$ cat config.mk
export PLATFORM = sky130hd
export DESIGN_NAME = seq_shift_add_mult
export DESIGN_NICKNAME = d
export VERILOG_FILES = /design/src/rtl/seq_shift_add_mult.sv
export SDC_FILE = /design/constraint.sdc
export NUM_CORES = 1
export LEC_CHECK = 0
export BUFFER_PORTS_ARGS = -buffer_cell sky130_fd_sc_hd__buf_2
export CAP_MARGIN = 20
export CORE_ASPECT_RATIO = 1.25
export CORE_UTILIZATION = 43
export CTS_CLUSTER_SIZE = 20
export DETAILED_ROUTE_END_ITERATION = 7
export PLACE_DENSITY_LB_ADDON = 0.05
export SETUP_SLACK_MARGIN = 0.02
export SYNTH_ARGS = -nofsm -noshare
export SYNTH_HDL_FRONTEND = slang
export SYNTH_SLANG_ARGS = --single-unit
export TNS_END_PERCENT = 100
$ cat constraint.sdc
create_clock -name clk -period 2.8 [get_ports clk]
set_input_delay 0.28 -clock clk [delete_from_list [all_inputs] [get_ports clk]]
set_output_delay 0.28 -clock clk [all_outputs]
set_load 0.01 [all_outputs]
$ cat src/rtl/seq_shift_add_mult.sv
// Unsigned NxN sequential shift-and-add multiplier. It makes one add/shift step
// per clock around a ripple-carry adder and gives a 2N-bit product after N steps.
//
// state | meaning
// IDLE  | waiting for start, product held
// RUN   | one add/shift step per edge, N steps total
// DONE  | product valid, done pulse; start here chains the next operation
module seq_shift_add_mult #(
    parameter int N = 4
) (
    input  logic           clk,
    input  logic           rst,
    input  logic           start,
    input  logic [N-1:0]   a,
    input  logic [N-1:0]   b,
    output logic           busy,
    output logic           done,
    output logic [2*N-1:0] p
);

    localparam int CW = $clog2(N) + 1;

    typedef enum logic [1:0] {
        IDLE = 2'd0,
        RUN  = 2'd1,
        DONE = 2'd2
    } state_t;

    state_t         state_q, state_d;
    logic [N-1:0]   m_q, m_d;
    logic [N-1:0]   acc_q, acc_d;
    logic [N-1:0]   q_q, q_d;
    logic [CW-1:0]  cnt_q, cnt_d;
    logic           busy_q, busy_d;
    logic           done_q, done_d;
    logic [2*N-1:0] p_q, p_d;

    logic [N-1:0]   sum;
    logic           c_out;
    logic [N:0]     step_hi;

    rcanbit #(.n(N)) u_add (
        .x     (acc_q),
        .y     (m_q),
        .c_in  (1'b0),
        .s     (sum),
        .c_out (c_out)
    );

    always_comb begin
        state_d = state_q;
        m_d     = m_q;
        acc_d   = acc_q;
        q_d     = q_q;
        cnt_d   = cnt_q;
        p_d     = p_q;
        // The carry-out becomes the new top bit of A after the shift.
        step_hi = q_q[0] ? {c_out, sum} : {1'b0, acc_q};

        case (state_q)
            IDLE, DONE: begin
                if (start) begin
                    m_d     = a;
                    q_d     = b;
                    acc_d   = '0;
                    cnt_d   = '0;
                    state_d = RUN;
                end else if (state_q == DONE) begin
                    state_d = IDLE;
                end
            end
            RUN: begin
                {acc_d, q_d} = {step_hi, q_q[N-1:1]};
                cnt_d        = cnt_q + CW'(1);
                if (cnt_q == CW'(N - 1)) begin
                    p_d     = {step_hi, q_q[N-1:1]};
                    state_d = DONE;
                end
            end
            default: state_d = IDLE;
        endcase

        busy_d = (state_d == RUN);
        done_d = (state_d == DONE);
    end

    always_ff @(posedge clk) begin
        if (rst) begin
            state_q <= IDLE;
            m_q     <= '0;
            acc_q   <= '0;
            q_q     <= '0;
            cnt_q   <= '0;
            busy_q  <= 1'b0;
            done_q  <= 1'b0;
            p_q     <= '0;
        end else begin
            state_q <= state_d;
            m_q     <= m_d;
            acc_q   <= acc_d;
            q_q     <= q_d;
            cnt_q   <= cnt_d;
            busy_q  <= busy_d;
            done_q  <= done_d;
            p_q     <= p_d;
        end
    end

    assign busy = busy_q;
    assign done = done_q;
    assign p    = p_q;

endmodule

// N-bit ripple-carry adder: the carry runs through n full-adder stages.
module rcanbit #(
    parameter int n = 4
) (
    input  logic [n-1:0] x,
    input  logic [n-1:0] y,
    input  logic         c_in,
    output logic [n-1:0] s,
    output logic         c_out
);

    logic carry;

    always_comb begin
        s     = '0;
        carry = c_in;
        for (int i = 0; i < n; i++) begin
            s[i]  = x[i] ^ y[i] ^ carry;
            carry = (x[i] & y[i]) | (carry & (x[i] ^ y[i]));
        end
        c_out = carry;
    end

endmodule

# == Yosys cells after proc, flatten, opt, wreduce, memory -nomap -nowiden ==
# Cells that the tools add are included.
# op_classes
reduce_logical,6
n_bitwise,17
mux,11
addsub,1
n_eq_ne,6
# ops
cell,n
$pmux W4 S2,2
$mux W4,2
$and A1 B1 Y1,7
$xor A1 B1 Y1,7
$mux W2,3
$pmux W3 S2,1
$reduce_and A2 Y1,3
$mux W5,1
$eq A2 B1 Y1 const B,2
$eq A2 B2 Y1 const B,2
$pmux W2 S2,1
$add A3 B1 Y3 const B,1
$eq A3 B2 Y1 const B,1
$mux W3,1
$or A1 B1 Y1,3
$logic_not A2 Y1,1
$ne A2 B2 Y1 const B,1
$reduce_bool A2 Y1,1
$reduce_or A2 Y1,1
# totals
output_inout_bits,10
reg_bits,27
word_cells,49
inputBits,11

# == Depth between registers and ports, before layout ==
# Gate-level depths: netlist (run 1).
# logic_depth
word_depth,9
ltp_mapped,9
mapped_depth_nobuf,9

# == By module ==
# From an unflattened synthesis (run 1), not the netlist that was laid out.
# unflattened
hier_cells,137
area_unflattened_um2,1223.7
# modules_own_cells
module,area_each_um2,cells_each,n_inst,seq_area_each_um2
seq_shift_add_mult,1106.1,123,1,540.5
rcanbit,117.6,14,1,0.0

# == Least setup slack after synthesis (run 1) ==
# No wires, ideal clock.
# synth_timing
kind,register to register
from,register acc_q[0]
to,register p_q[6] (netlist: p[6])
arrival_ns,2.124
setup_time_ns,0.123
required_ns,2.677
path_stages_with_launch,10
synth_period_minus_slack_ns,2.246
slack_ns,0.554
n_path_buf,0
cell_sequence,dfxtp_1 > ha_1 > inv_1 > fa_1 > fa_1 > inv_1 > fa_1 > mux2_1 > nor2_1 > nor3_1
# synth_via
elab_chain_len,7
# synth_lines
item,line,text
start: declaration,31,"logic [N-1:0] acc_q, acc_d;"
start signal: assignment,91,acc_q <= '0;
start signal: assignment,100,acc_q <= acc_d;
$and A1 B1 Y1 (2 in a row),133,carry = (x[i] & y[i]) | (carry & (x[i] ^ y[i]));
$or A1 B1 Y1,133,
$and A1 B1 Y1,133,
$or A1 B1 Y1,133,
$xor A1 B1 Y1,132,s[i] = x[i] ^ y[i] ^ carry;
$mux W5,58,"step_hi = q_q[0] ? {c_out, sum} : {1'b0, acc_q};"
end signal: assignment,105,p_q <= p_d;
end: declaration,36,"logic [2*N-1:0] p_q, p_d;"
# Every way passes these cells.
# A chain may end at the register's enable or synchronous reset.

# == Worst setup path in the final report (run 1) ==
# Ends and elaborated chain as after synthesis.

==> results.cfg, run 1 <==
[drt]
totalWireLength_um = 2312
via_per_inst = 5.124
ant_nets = 0
wl_per_cell_um = 12.43
first_iter_violations = 24
drcViolationCount = 0
vias = 953
first_pass_iters = 4

[yosys]
synthTopCellsByArea = dfxtp_1, nand2_1, a21oi_1
ys_seq_area_share_pct = 43.11
ys_types = 25
synthesis.area_um2 = 1254
synth_seq_cells = 27
synthCells = 137
yosysTopAreaCell = dfxtp_1
avgSynthCellArea_um2 = 9.151
yosys_warnings = 0
synth_nets = 154
yosysTopAreaCellShare_pct = 43.11

[clocking]
clock_latency_ps = 320
numCtsBuffers = 3
clkTransAtPathRegs_ps = 140
postCtsHoldBufs = 0
post-cts-setup-buffers = 0
clock_sink_count = 27
post_cts_resized = 0
cts_buffer_depth = 2
tritoncts = yes
clock_tree.root_cell = clkbuf_4
htree_levels = 1

[floorplan]
pin_count = 21
die_h_um = 62.37
start_util_pct = 45.88
coreArea_um2 = 2733
die_area_um2 = 3137
num_rows = 21
die_x_um = 50.30

[grt]
grt_pass1_vias = 882
track_usage_pct = 16.42
overflow = 0
grt_max_degree = 28
grt_pass1_wl_um = 3960
grt_antenna_before_repair = 0

[pwr]
p_leak_nw = 0.5196
sw_frac_of_total_pct = 26.70
ir_worst_vdd_mv = 0.3225
power_switching_mw = 0.1752
internal_power_mw = 0.4809
p_clk_share_pct = 25.3
power_density_nw_per_um2 = 481.5
seqPwrFrac_pct = 63.0
p_comb_share_pct = 11.8

[setup_path]
r2r_end = p[6]$_SDFFE_PP0P_
rr_worst_depth = 9
cp_max_fo = 3
crit_top_cell = fa_1
cp_slowest_stage_delay_ps = 400
worstPathCellList = ha_1 -> inv_1 -> fa_1 -> fa_1 -> inv_1 -> fa_1 -> mux2_1 -> nor2_1 -> nor3_1
crit_path_top_delay_cell = dfxtp_1
end_kind = flip-flop
required_ps = 3000
cp.arrival_ps = 2610
path_delay_family = adder cells
cp.depth = 9
critPathLaunchType = flip-flop
regToRegSetupSlack_ps = 390
r2r_start = acc_q[0]$_SDFFE_PP0P_
cp-startpoint = acc_q[0]$_SDFFE_PP0P_
crit_type = reg -> reg
crit_buf_inv = 2

[timing]
finalMaxSlewViolations = 0
finalCritPeriodShare_pct = 86.15
skew_ps = 3.212
maxSlewHeadroom_pct = 51.86
finalSetupTns_ps = 0
finalHoldViolations = 0
fmax_mhz = 414.5
setup_viol = 0
rsz0062_at_grt = no
post-route-min-period_ps = 2412
tightest_slew_ps = 722.0

[worst_hold_path]
min_delay_worst_endpoint = m_q[2]$_SDFFE_PP0P_
min_path_type = in -> reg
hold_depth = 3
hold_start = a[2]

[place]
dp_hpwl_um = 1654
place_congestion = 0.7272
portBuffers = 20

[status]
status = finished clean

[cells_and_area]
antenna_cells = 0
drive_gt1_share_pct = 26.97
utilization_pct = 49.86
nNetsFinal = 170
final_common_cell = nand2_1
layout_common_cells = nand2_1, dfxtp_1, buf_2
area_delta_synth_final_pct = 8.683

[job]
drv_cap = 0
## final cells by class
class,count,area [um2]
flip-flops and latches,27,540.5
repair buffers,21,107.6
clock buffers,3,22.52
clock inverters,1,5.005
inverters,7,26.28
well taps,34,42.54
multi-input cells,93,618.1
fillers,281,1370
## power groups by stage
stage	combinational, mW	clock, mW	sequential, mW
floorplan	0.0695	0	0.416
global placement	0.0768	0	0.421
detailed placement	0.0781	0	0.422
CTS	0.0783	0.177	0.413
global route	0.0861	0.195	0.416
finish	0.0772	0.166	0.413
## state kept, by name, indices dropped and copies added, names as in the netlist
register,count
busy,1
q_q,4
p,8
done,1
cnt_q,3
acc_q,4
state_q,2
m_q,4
## how the worst max path moves through the flow
stage / endpoint
after CTS: p[6]$_SDFFE_PP0P_
after detailed placement: p[6]$_SDFFE_PP0P_
after floorplan: p[6]$_SDFFE_PP0P_
final: p[6]$_SDFFE_PP0P_
after global routing: p[6]$_SDFFE_PP0P_
after global placement: p[6]$_SDFFE_PP0P_
## cell usage after synthesis (all sizes together)
cell type   n
and3b       1
dfxtp      27
ha          3
o21a        1
nand2b      4
fa          3
nand2      29
nor2b       2
buf        10
inv         7
mux2        1
and2b       1
nor2       10
a211oi      2
nand3b      1
a21oi      17
o211ai      4
a311oi      4
nor3        1
nand3       9
## stage by stage
| step | power [mW] | hold WS [ps] | std cells | setup slack [ps] | instance area (um2) |
|---|---|---|---|---|---|
| after detailed placement | 0.4998 | 448.0 | 182 | 417.1 | 1335 |
| after global placement | 0.4980 | 439.6 | 182 | 468.8 | 1335 |
| after global routing | 0.6966 | 160.1 | 186 | 243.3 | 1363 |
| after floorplan | 0.4856 | 416.0 | 137 | 553.7 | 1254 |
| final | 0.6560 | 182.2 | 186 | 387.7 | 1363 |
| after CTS | 0.6682 | 170.0 | 186 | 389.1 | 1363 |
## logic make-up (layout without fill, tap and decap cells)
group | after synthesis | after routing | synth area share, %
flip-flops | 27 | 27 | 43.11
AND/OR/NAND/NOR | 58 | 58 | 22.55
multiplexers | 1 | 1 | 0.8981
buffers and inverters | 17 | 32 | 7.585
AO/OA/AOI/OAI | 28 | 28 | 18.06
adder cells (fa/ha/maj) | 6 | 6 | 7.785
## worst register-to-register path, cell delays in order, from the launching register on
cell     delay, ps
dfxtp_1        400
ha_1           160
inv_1           40
fa_1           370
fa_1           370
inv_1           70
fa_1           400
mux2_1         320
nor2_1         110
nor3_1          60
## routing by layer
metal / GRT usage (%) / routed length [um] / vias to the layer above
met5: 0 / 0 / -
met4: 7.292 / 19 / 0
met3: 2.190 / 45 / 2
met2: 26.17 / 1134 / 12
met1: 21.77 / 1113 / 455
li1: - / - / 484
No activity file was read; power rests on OpenSTA's default activity.
==> run 2, diff against run 1 <==
REMOVE_ABC_BUFFERS = 1   (was not set)
==> run 2 against run 1 <==
Critical path depth unchanged. Via count decreased by 1.3%. Fmax grew 1.4%. Sequential cell count stayed put. Die area stayed put. Cell count shrank 0.54%. Register-to-register slack gained 30 ps. Clock skew decreased by 2.5 ps.
==> results.cfg, run 2 (synthesis gave the netlist of run 1 again) <==
[clocking]
htree_levels = 1
cts_buffer_depth = 2
clock_tree.root_cell = clkbuf_4
postCtsHoldBufs = 0
clock_latency_ps = 330
post-cts-setup-buffers = 0
tritoncts = yes
clock_sink_count = 27
clkTransAtPathRegs_ps = 140
numCtsBuffers = 3
post_cts_resized = 0

[floorplan]
start_util_pct = 45.88
die_h_um = 62.37
coreArea_um2 = 2733
die_area_um2 = 3137
pin_count = 21
num_rows = 21
die_x_um = 50.30

[setup_path]
regToRegSetupSlack_ps = 420
path_delay_family = adder cells
end_kind = flip-flop
crit_type = reg -> reg
crit_top_cell = fa_1
crit_path_top_delay_cell = fa_1
worstPathCellList = ha_1 -> inv_1 -> fa_1 -> fa_1 -> inv_1 -> fa_1 -> mux2_1 -> nor2_1 -> nor3_1
cp_slowest_stage_delay_ps = 410
cp_max_fo = 3
crit_buf_inv = 2
required_ps = 3010
cp.arrival_ps = 2590
critPathLaunchType = flip-flop

[drt]
wl_per_cell_um = 12.56
vias = 941
totalWireLength_um = 2324
first_iter_violations = 33
ant_nets = 0
first_pass_iters = 4
via_per_inst = 5.086
drcViolationCount = 0

[grt]
grt_max_degree = 28
track_usage_pct = 17.12
met2_usage_pct = 27.50
grtUsageMet3_pct = 2.920
grt_antenna_before_repair = 0
grt_pass1_vias = 935
grt_use_met1_pct = 21.81
grt-busiest-layer = met2
overflow = 0
grt_pass1_wl_um = 4077

[cells_and_area]
drive_gt1_share_pct = 26.49
final_common_cell = nand2_1
largest_reg_flops = 8
final_cells = 185
area_delta_synth_final_pct = 8.084
nNetsFinal = 169
layout_common_cells = nand2_1, dfxtp_1, buf_2
antenna_cells = 0

[place]
dp_hpwl_um = 1594
dp.cells = 181
portBuffers = 20
place_ws_ps = 414.5
place_congestion = 0.7038

[timing]
maxSlewHeadroom_pct = 44.27
fmax_mhz = 420.3
post-route-min-period_ps = 2379
finalHoldViolations = 0
finalSetupTns_ps = 0
finalMaxSlewViolations = 0
setup_slack_ps = 420.8
rsz0062_at_grt = no
finalCritPeriodShare_pct = 84.97
skew_ps = 0.7058
tightest_slew_ps = 836.0
setup_viol = 0

[pwr]
power_density_nw_per_um2 = 485.5
ir_worst_vdd_mv = 0.2353
p_leak_nw = 0.5151

[worst_hold_path]
min_path_type = in -> reg

[job]
drv_cap = 0

[status]
status = finished clean
-- run 2: where the power goes --
part	internal (mW)	switching, mW	leakage, nW
Combinational	0.0274	0.0482	0.278
Clock	0.0537	0.116	0.0177
Sequential	0.399	0.0139	0.220
Total	0.480	0.178	0.515
-- run 2: path summary, 6_finish.rpt --
path	cells past startpoint	start	to
worst max register to register	9	acc_q[0]$_SDFFE_PP0P_	p[6]$_SDFFE_PP0P_
worst min-delay path	3	a[1]	m_q[1]$_SDFFE_PP0P_
worst max-delay path	9	acc_q[0]$_SDFFE_PP0P_	p[6]$_SDFFE_PP0P_
worst min register to register	2	p[2]$_SDFFE_PP0P_	p[2]$_SDFFE_PP0P_
-- run 2: final cells by class --
| type | count | area [um2] |
|---|---|---|
| Timing Repair Buffer | 20 | 100.1 |
| Fill cell | 285 | 1378 |
| Clock inverter | 1 | 5.005 |
| Inverter | 7 | 26.28 |
| Clock buffer | 3 | 22.52 |
| Sequential cell | 27 | 540.5 |
| Tap cell | 34 | 42.54 |
| Multi-Input combinational cell | 93 | 618.1 |
-- run 2: per-layer routing --
layer / routed length [um] / vias up
met5: 0 / -
met4: 40 / 0
met3: 106 / 4
met2: 1088 / 21
met1: 1089 / 431
li1: - / 485
-- run 2: through the flow --
| step | utilization [%] | hold slack (ps) | area [um2] | power (mW) |
|---|---|---|---|---|
| 6_report | 49.59 | 169.8 | 1355 | 0.6579 |
| 5_1_grt | 49.59 | 164.4 | 1355 | 0.7014 |
| 4_1_cts | 49.59 | 158.5 | 1355 | 0.6705 |
| 3_5_place_dp | 48.58 | 449.5 | 1328 | 0.4973 |
| 3_3_place_gp | 48.58 | 438.4 | 1328 | 0.4959 |
| 2_1_floorplan | - | 342.4 | 1185 | 0.4678 |
-- run 2: worst register-to-register path, cell delays in order (launching register included) --
cell and delay [ps]:
dfxtp_1 380, ha_1 150, inv_1 50, fa_1 370, fa_1 360, inv_1 70
fa_1 410, mux2_1 320, nor2_1 90, nor3_1 50
